==> config.mk <==
export PLATFORM = sky130hd
export DESIGN_NAME = motor_drive
export DESIGN_NICKNAME = d
export VERILOG_FILES = /design/src/rtl/motor_drive.sv
export SDC_FILE = /design/constraint.sdc
export NUM_CORES = 1
export LEC_CHECK = 0
export ABC_AREA = 1
export CORE_ASPECT_RATIO = 0.8
export CORE_MARGIN = 2
export CORE_UTILIZATION = 56
export CTS_BUF_LIST = sky130_fd_sc_hd__clkbuf_16
export DETAILED_ROUTE_END_ITERATION = 10
export PLACE_DENSITY = 0.83
export SETUP_SLACK_MARGIN = 0.15
export SLEW_MARGIN = 10
export SYNTH_ARGS = -nofsm -noshare
export SYNTH_HDL_FRONTEND = slang
export SYNTH_SLANG_ARGS = --single-unit
==> constraint.sdc <==
create_clock -name clk -period 2 [get_ports clk]
set_input_delay 0.3 -clock clk [delete_from_list [all_inputs] [get_ports clk]]
set_output_delay 0.3 -clock clk [all_outputs]
set_load 0.005 [all_outputs]
==> src/rtl/motor_drive.sv <==
// PWM motor driver: ramps duty up to a cruise level, holds it for a fixed
// number of timebase ticks, then ramps back down and pulses done.
module motor_drive #(
  parameter int PWM_PERIOD  = 100,
  parameter int MAX_DUTY    = 80,
  parameter int RAMP_STEP   = 10,
  parameter int RUN_SECONDS = 5
) (
  input  logic       clk,
  input  logic       reset,
  input  logic       enable_forward,
  input  logic       oneHz_enable,
  output logic       pwm_out,
  output logic       busy,
  output logic       done,
  output logic [1:0] state,
  output logic [7:0] o_dbg_duty,
  output logic [7:0] o_dbg_seconds
);

  typedef enum logic [1:0] {
    S_IDLE      = 2'd0,
    S_RAMP_UP   = 2'd1,
    S_RUN       = 2'd2,
    S_RAMP_DOWN = 2'd3
  } state_t;

  localparam logic [7:0] LP_LAST = 8'(PWM_PERIOD - 1);
  localparam logic [8:0] LP_MAX  = 9'(MAX_DUTY);
  localparam logic [8:0] LP_STEP = 9'(RAMP_STEP);
  localparam logic [7:0] LP_SECS = 8'(RUN_SECONDS);

  state_t     r_state;
  logic [7:0] r_frame_cnt;
  logic [7:0] r_duty;
  logic [7:0] r_seconds;
  logic       r_armed;
  logic       r_pwm;
  logic       r_busy;
  logic       r_done;

  logic       w_frame_end;
  logic [8:0] w_up_sum;
  logic [7:0] w_up_duty;
  logic [7:0] w_down_duty;
  logic [7:0] w_sec_inc;

  assign w_frame_end = (r_frame_cnt == LP_LAST);
  // Nine-bit sum so duty+step saturates at the cruise level instead of wrapping.
  assign w_up_sum    = {1'b0, r_duty} + LP_STEP;
  assign w_up_duty   = (w_up_sum >= LP_MAX) ? LP_MAX[7:0] : w_up_sum[7:0];
  assign w_down_duty = ({1'b0, r_duty} > LP_STEP) ? (r_duty - LP_STEP[7:0]) : 8'd0;
  assign w_sec_inc   = r_seconds + 8'd1;

  always_ff @(posedge clk or negedge reset) begin
    if (!reset) begin
      r_frame_cnt <= '0;
    end else if (w_frame_end) begin
      r_frame_cnt <= '0;
    end else begin
      r_frame_cnt <= r_frame_cnt + 8'd1;
    end
  end

  always_ff @(posedge clk or negedge reset) begin
    if (!reset) begin
      r_pwm <= 1'b0;
    end else begin
      r_pwm <= (r_frame_cnt < r_duty);
    end
  end

  // Duty only moves on frame-end edges, so every frame carries one duty value.
  always_ff @(posedge clk or negedge reset) begin
    if (!reset) begin
      r_state   <= S_IDLE;
      r_duty    <= '0;
      r_seconds <= '0;
      r_armed   <= 1'b1;
      r_busy    <= 1'b0;
      r_done    <= 1'b0;
    end else begin
      r_done <= 1'b0;
      if (!enable_forward) begin
        r_armed <= 1'b1;
      end
      case (r_state)
        S_IDLE: begin
          if (enable_forward && r_armed) begin
            r_state <= S_RAMP_UP;
            r_busy  <= 1'b1;
            r_armed <= 1'b0;
          end
        end
        S_RAMP_UP: begin
          if (!enable_forward) begin
            r_state <= S_RAMP_DOWN;
          end else if (w_frame_end) begin
            r_duty <= w_up_duty;
            if (w_up_duty == LP_MAX[7:0]) begin
              r_state <= S_RUN;
            end
          end
        end
        S_RUN: begin
          if (!enable_forward) begin
            r_state   <= S_RAMP_DOWN;
            r_seconds <= '0;
          end else if (oneHz_enable) begin
            if (w_sec_inc == LP_SECS) begin
              r_state   <= S_RAMP_DOWN;
              r_seconds <= '0;
            end else begin
              r_seconds <= w_sec_inc;
            end
          end
        end
        S_RAMP_DOWN: begin
          if (w_frame_end) begin
            r_duty <= w_down_duty;
            if (w_down_duty == 8'd0) begin
              r_state <= S_IDLE;
              r_busy  <= 1'b0;
              r_done  <= 1'b1;
            end
          end
        end
        default: begin
          r_state <= S_IDLE;
          r_busy  <= 1'b0;
        end
      endcase
    end
  end

  assign pwm_out       = r_pwm;
  assign busy          = r_busy;
  assign done          = r_done;
  assign state         = r_state;
  assign o_dbg_duty    = r_duty;
  assign o_dbg_seconds = r_seconds;

endmodule

==> results.yml, run 1 <==
pwr:
  p_total_mw: 2.64
  p_leak_nw: 1.42
  irDropWorstVdd_mv: 0.642
  p_per_area_mw_per_mm2: 871
setup_path:
  arrival_ps: 2080
  path_max_fanout: 6
  end_kind: "register"
  worstPathRequired_ps: 2170
  critPathLaunchType: "register"
  crit_type: "reg2reg"
cts:
  cts_made_buffers: 5
  cts_hold_buf: 0
  clkLatencyLatePin_ps: 280
  path_clk_slew_ps: 50
  cts_max_path_buffers: 2
  root_buffer: "clkbuf_16"
  numClockSinks: 30
  htreeDepth: 2
  cts_tree: "yes"
logic_synthesis:
  syn_inst: 301
  post-synth-top-count-cell: "nand2_1"
  synth_edf_count: 0
  yosysTopAreaCellShare: 0.328
  synth_seq_cells: 30
  ys_top_cells_by_count: "nand2_1 (76), inv_1 (36), dfrtp_1 (29)"
  synth_flop_cell: "dfrtp_1"
  async_reset_ff_frac: 1.00
  seq_area_frac_synth: 0.340
  syn_area_mm2: 0.00221
  yosys.area.top_type: "dfrtp_1"
  syn_area_per_cell_um2: 7.35
  synth_warnings: 0
  synth.distinct_cells: 35
  synth_nets: 322
  synthTopCellsByArea: "dfrtp_1 (33%), nand2_1 (13%), ha_1 (9.6%)"
layout:
  fin_nets: 370
  areaGrowthSynthToFinish_pct: 36.8
  num_antenna_cells: 0
  instances_no_fill: 405
  final_area_mm2: 0.00303
  fillers: 249
  fin_util: 0.795
  drive_above_1_share: 0.289
global_route:
  grt_pass1_vias: 1868
  grt_pass1_wl_um: 8740
  grtUsageMet1: 0.392
  grt_use_met3: 0.0523
  grt_max_degree: 31
  grt.busiest_layer: "met1"
  antenna_found_initial: 0
  track_usage: 0.257
  overflow: 0
  grt_util_met2: 0.372
detailed_routing:
  firstDrtPassIters: 5
  totalWireLength_um: 6020
  drt-initial-drc-count: 164
  avgViaCountPerCell: 5.57
  drtAntennaViolNets: 0
  drc: 0
  wire_per_inst_um: 14.9
  via_count: 2255
place:
  place_inst: 383
  post-place-ws_ps: 76.1
  gp_congestion: 0.908
  dp_hpwl_um: 3810
  io_buffers: 24
  placed_cell_area_mm2: 0.00254
die:
  initial_utilization: 0.581
  chipHeight_um: 60.2
  die_area_mm2: 0.00447
  chipWidth_um: 74.3
  pin_count: 25
  coreArea_mm2: 0.00380
  rows: 20
timing:
  fin_crit_ps: 1910
  whs_ps: 414
  final_max_slew_viol_count: 0
  hold_viol: 0
  setup_viol: 0
  fmax_ghz: 0.524
  slew_headroom: 0.709
  fin_tns_setup_ps: 0
  clock_skew_ps: 5.46
  tightest_slew_ps: 433
  rsz0062_at_grt: "true"
  setup_ws_ps: 90.6
  post-route-period-util: 0.955
outcome:
  status: "finished, final reports clean"
job:
  cap_violations: 0
min_path:
  hold_class: "in2async"
-- layout make-up --
type,count,area [um2],share of cell area
multi-input cells,222,1470,0.485
flip-flops and latches,30,763,0.252
repair buffers,45,409,0.135
inverters,45,179,0.0591
clock buffers,5,125,0.0414
well taps,55,68.8,0.0227
clock inverters,3,12.5,0.00414
-- metal layers --
metal,routed length (um),part of all wire
met4,131,0.022
met1,2760,0.46
met2,2710,0.45
met5,0,0
met3,416,0.069
-- cells in the final DEF, fill, tap and decap left out, types with 10 or more instances in the layout --
master	synthesis	routed
a21oi_1	12	10
buf_4	1	18
clkdlybuf4s50_1	0	24
dfrtp_1	29	20
ha_1	17	13
inv_1	36	34
nand2_1	76	65
nand2_2	6	11
nand3_1	27	22
nor2_1	19	17
o21ai_0	12	11
-- logic make-up (layout without fill, tap and decap cells) --
kind of cell / Yosys count / after routing / share of synthesized area
simple gates: 159 / 159 / 0.342
xor+xnor: 6 / 6 / 0.0238
compound gates: 40 / 40 / 0.106
buf+inv: 49 / 98 / 0.0911
fa+ha+maj: 17 / 17 / 0.0962
flops: 30 / 30 / 0.340
-- sequential cells by signal, summed over array words and instances, names as in the netlist --
register	count
busy	1
o_dbg_duty	8
pwm_out	1
o_dbg_seconds	8
done	1
r_armed	1
r_frame_cnt	8
state	2
-- worst max-delay path, stage by stage (launching register included) --
cell and delay (ps):
dfrtp_2 460, inv_4 120, buf_6 130, nand2_4 60, nand3_2 90, nand2_4 110
buf_6 150, o21ai_2 50, nand2_1 100, inv_2 80, nand2_4 70, a21oi_2 170
nand3_2 100, nand2_1 60, nand2_1 50
-- path summary, 6_finish.rpt --
path	startpoint	end	slack, ps	depth (start not counted)
hold / removal	reset	o_dbg_duty[7]	410	2
setup reg to reg	o_dbg_duty[2]	state[0]	90	14
setup / recovery	o_dbg_duty[2]	state[0]	90	14
max in group asynchronous	reset	r_armed	1270	2
min in group clk	busy	busy	470	2
hold reg to reg	busy	busy	470	2
-- timing repair --
action	in CTS	in global routing
pin swaps	1	23
setup endpoints to repair	6	12
gates resized for setup	4	62
buffers inserted	3	11
-- power breakdown --
part	internal [mW]	switching [mW]
logic	0.477	0.588
registers	0.725	0.135
clock network	0.449	0.262
(Power assumes the default switching activity.)
==> run 2, diff against run 1 <==
TNS_END_PERCENT = 20   (was not set)
==> run 2 against run 1 <==
Critical path depth grew 1. Global-route usage decreased by 0.32 points. Clock skew about the same. Flip-flop and latch count unchanged. Cell count rose by 2.2%. First-iteration DRC count rose by 50%.
==> results.yml, run 2 (synthesis results as in run 1) <==
timing:
  final_max_slew_viol_count: 0
  setup_ws_ps: 109
  rsz0062_at_grt: "true"
  tightest_slew_ps: 432
  setup_viol: 0
  whs_ps: 416
  fmax_ghz: 0.529
  hold_viol: 0
  slew_headroom: 0.710
  clock_skew_ps: 5.46
  post-route-period-util: 0.946
  fin_crit_ps: 1890
die:
  die_area_mm2: 0.00447
  coreArea_mm2: 0.00380
  chipHeight_um: 60.2
  initial_utilization: 0.581
  rows: 20
  chipWidth_um: 74.3
  pin_count: 25
pwr:
  p_comb_frac: 0.388
  internal-power_mw: 1.62
  seq_power_share: 0.333
  p_total_mw: 2.55
  p_per_area_mw_per_mm2: 838
  irDropWorstVdd_mv: 0.755
  power_switching_uw: 924
  p_leak_nw: 1.44
  clkPwrFrac: 0.278
  switching_share: 0.363
detailed_routing:
  wire_per_inst_um: 14.6
  via_count: 2316
  drc: 0
  avgViaCountPerCell: 5.59
  totalWireLength_um: 6020
  firstDrtPassIters: 5
  drt-initial-drc-count: 246
  drtAntennaViolNets: 0
global_route:
  track_usage: 0.254
  grt_pass1_wl_um: 8640
  grt_max_degree: 31
  antenna_found_initial: 0
  grt_pass1_vias: 1859
  overflow: 0
job:
  cap_violations: 0
setup_path:
  path_max_fanout: 6
  end_kind: "register"
  worstPathRequired_ps: 2220
  r2r_slack_ps: 110
  crit_slowest_cell: "dfrtp_2"
  crit_type: "reg2reg"
  cp.depth: 15
  reg2regPathDepth: 15
  critPathBufInv: 4
  arrival_ps: 2110
  max_stage_delay_ps: 480
  crit_family: "simple AND/OR/NAND/NOR gates"
  critPathLaunchType: "register"
  cp_cell_sequence: "inv_4, buf_6, nand2_4, nand3_4, nand2_8, buf_6, o21ai_1, nand2_1, inv_2, nand2_2, nand2_1, nand2_1, nor2_2, nand3_1, nand2_1"
  cp_common_cell: "nand2_1"
place:
  io_buffers: 24
  dp_hpwl_um: 3810
  gp_congestion: 0.908
  post-place-ws_ps: 76.1
  placed_cell_area_mm2: 0.00254
layout:
  drive_above_1_share: 0.298
  final_cell_mix: "nand2_1 (63), inv_1 (33), buf_4 (27)"
  fillers: 254
  areaGrowthSynthToFinish_pct: 37.4
  fin_nets: 379
  num_antenna_cells: 0
  final_common_cell: "nand2_1"
  final_area_mm2: 0.00304
cts:
  clkLatencyLatePin_ps: 280
  path_clk_slew_ps: 50
  root_buffer: "clkbuf_16"
  numClockSinks: 30
  cts_hold_buf: 0
  cts_tree: "yes"
  cts_max_path_buffers: 2
  cts_made_buffers: 5
  htreeDepth: 2
min_path:
  hold_class: "in2async"
outcome:
  status: "finished, final reports clean"
## run 2: cell count changes in the layout (fill, tap and decap cells not counted), moves of 2 or more
cell	change
buf_4	+9
dfrtp_1	+3
dfrtp_2	-3
nand2_1	-2
nand2_2	+5
nand2_4	-4
nand3_1	+2
nand3_2	-2
nor2_2	+6
nor2_4	-5
## run 2: metrics by stage
stage                     cells  TNS, ps   util
after CTS                   392        0  0.708
after detailed placement    383        0  0.669
after global routing        414    -49.7  0.798
final                       414        0  0.798
after global placement      383        0  0.669
after floorplan             301        0      -
## run 2: what timing repair did
item | CTS | global route
setup buffers | 1 | 22
endpoints found under the setup margin | 6 | 12
gates resized for setup | 2 | 53
pin swaps | 1 | 21
## run 2: path summary, 6_finish.rpt
path	start	endpoint
max	o_dbg_duty[1]	state[0]
min	reset	o_dbg_duty[7]
max reg2reg	o_dbg_duty[1]	state[0]
min reg2reg	r_armed	r_armed
max in group asynchronous	reset	r_armed
min in group clk	r_armed	r_armed
## run 2: area by class of cell
| type | count | area (um2) | share of cell area |
|---|---|---|---|
| multi-input cells | 222 | 1420 | 0.466 |
| flip-flops and latches | 30 | 759 | 0.250 |
| repair buffers | 54 | 477 | 0.157 |
| inverters | 45 | 179 | 0.0589 |
| clock buffers | 5 | 125 | 0.0412 |
| well taps | 55 | 68.8 | 0.0227 |
| clock inverters | 3 | 12.5 | 0.00412 |
## run 2: power groups by stage
stage / sequential [mW] / clock, mW / combinational [mW]
global placement: 0.854 / 0 / 0.863
global route: 0.865 / 0.740 / 1.13
detailed placement: 0.858 / 0 / 0.886
floorplan: 0.844 / 0 / 0.533
CTS: 0.849 / 0.717 / 0.890
finish: 0.848 / 0.709 / 0.988
## run 2: worst reg2reg max path: cells and delay by family, from the launching register on
| family | cells | cell delay [ps] |
|---|---|---|
| AND/OR/NAND/NOR | 10 | 870 |
| AO/OA/AOI/OAI | 1 | 70 |
| flip-flops | 1 | 480 |
| buffers and inverters | 4 | 410 |
## run 2: per-layer routing
| layer | part of all wire | up-vias | track usage |
|---|---|---|---|
| li1 | - | 1103 | - |
| met1 | 0.45 | 1077 | 0.390 |
| met2 | 0.45 | 114 | 0.364 |
| met3 | 0.073 | 22 | 0.0523 |
| met4 | 0.026 | 0 | 0.0612 |
| met5 | 0 | - | 0 |
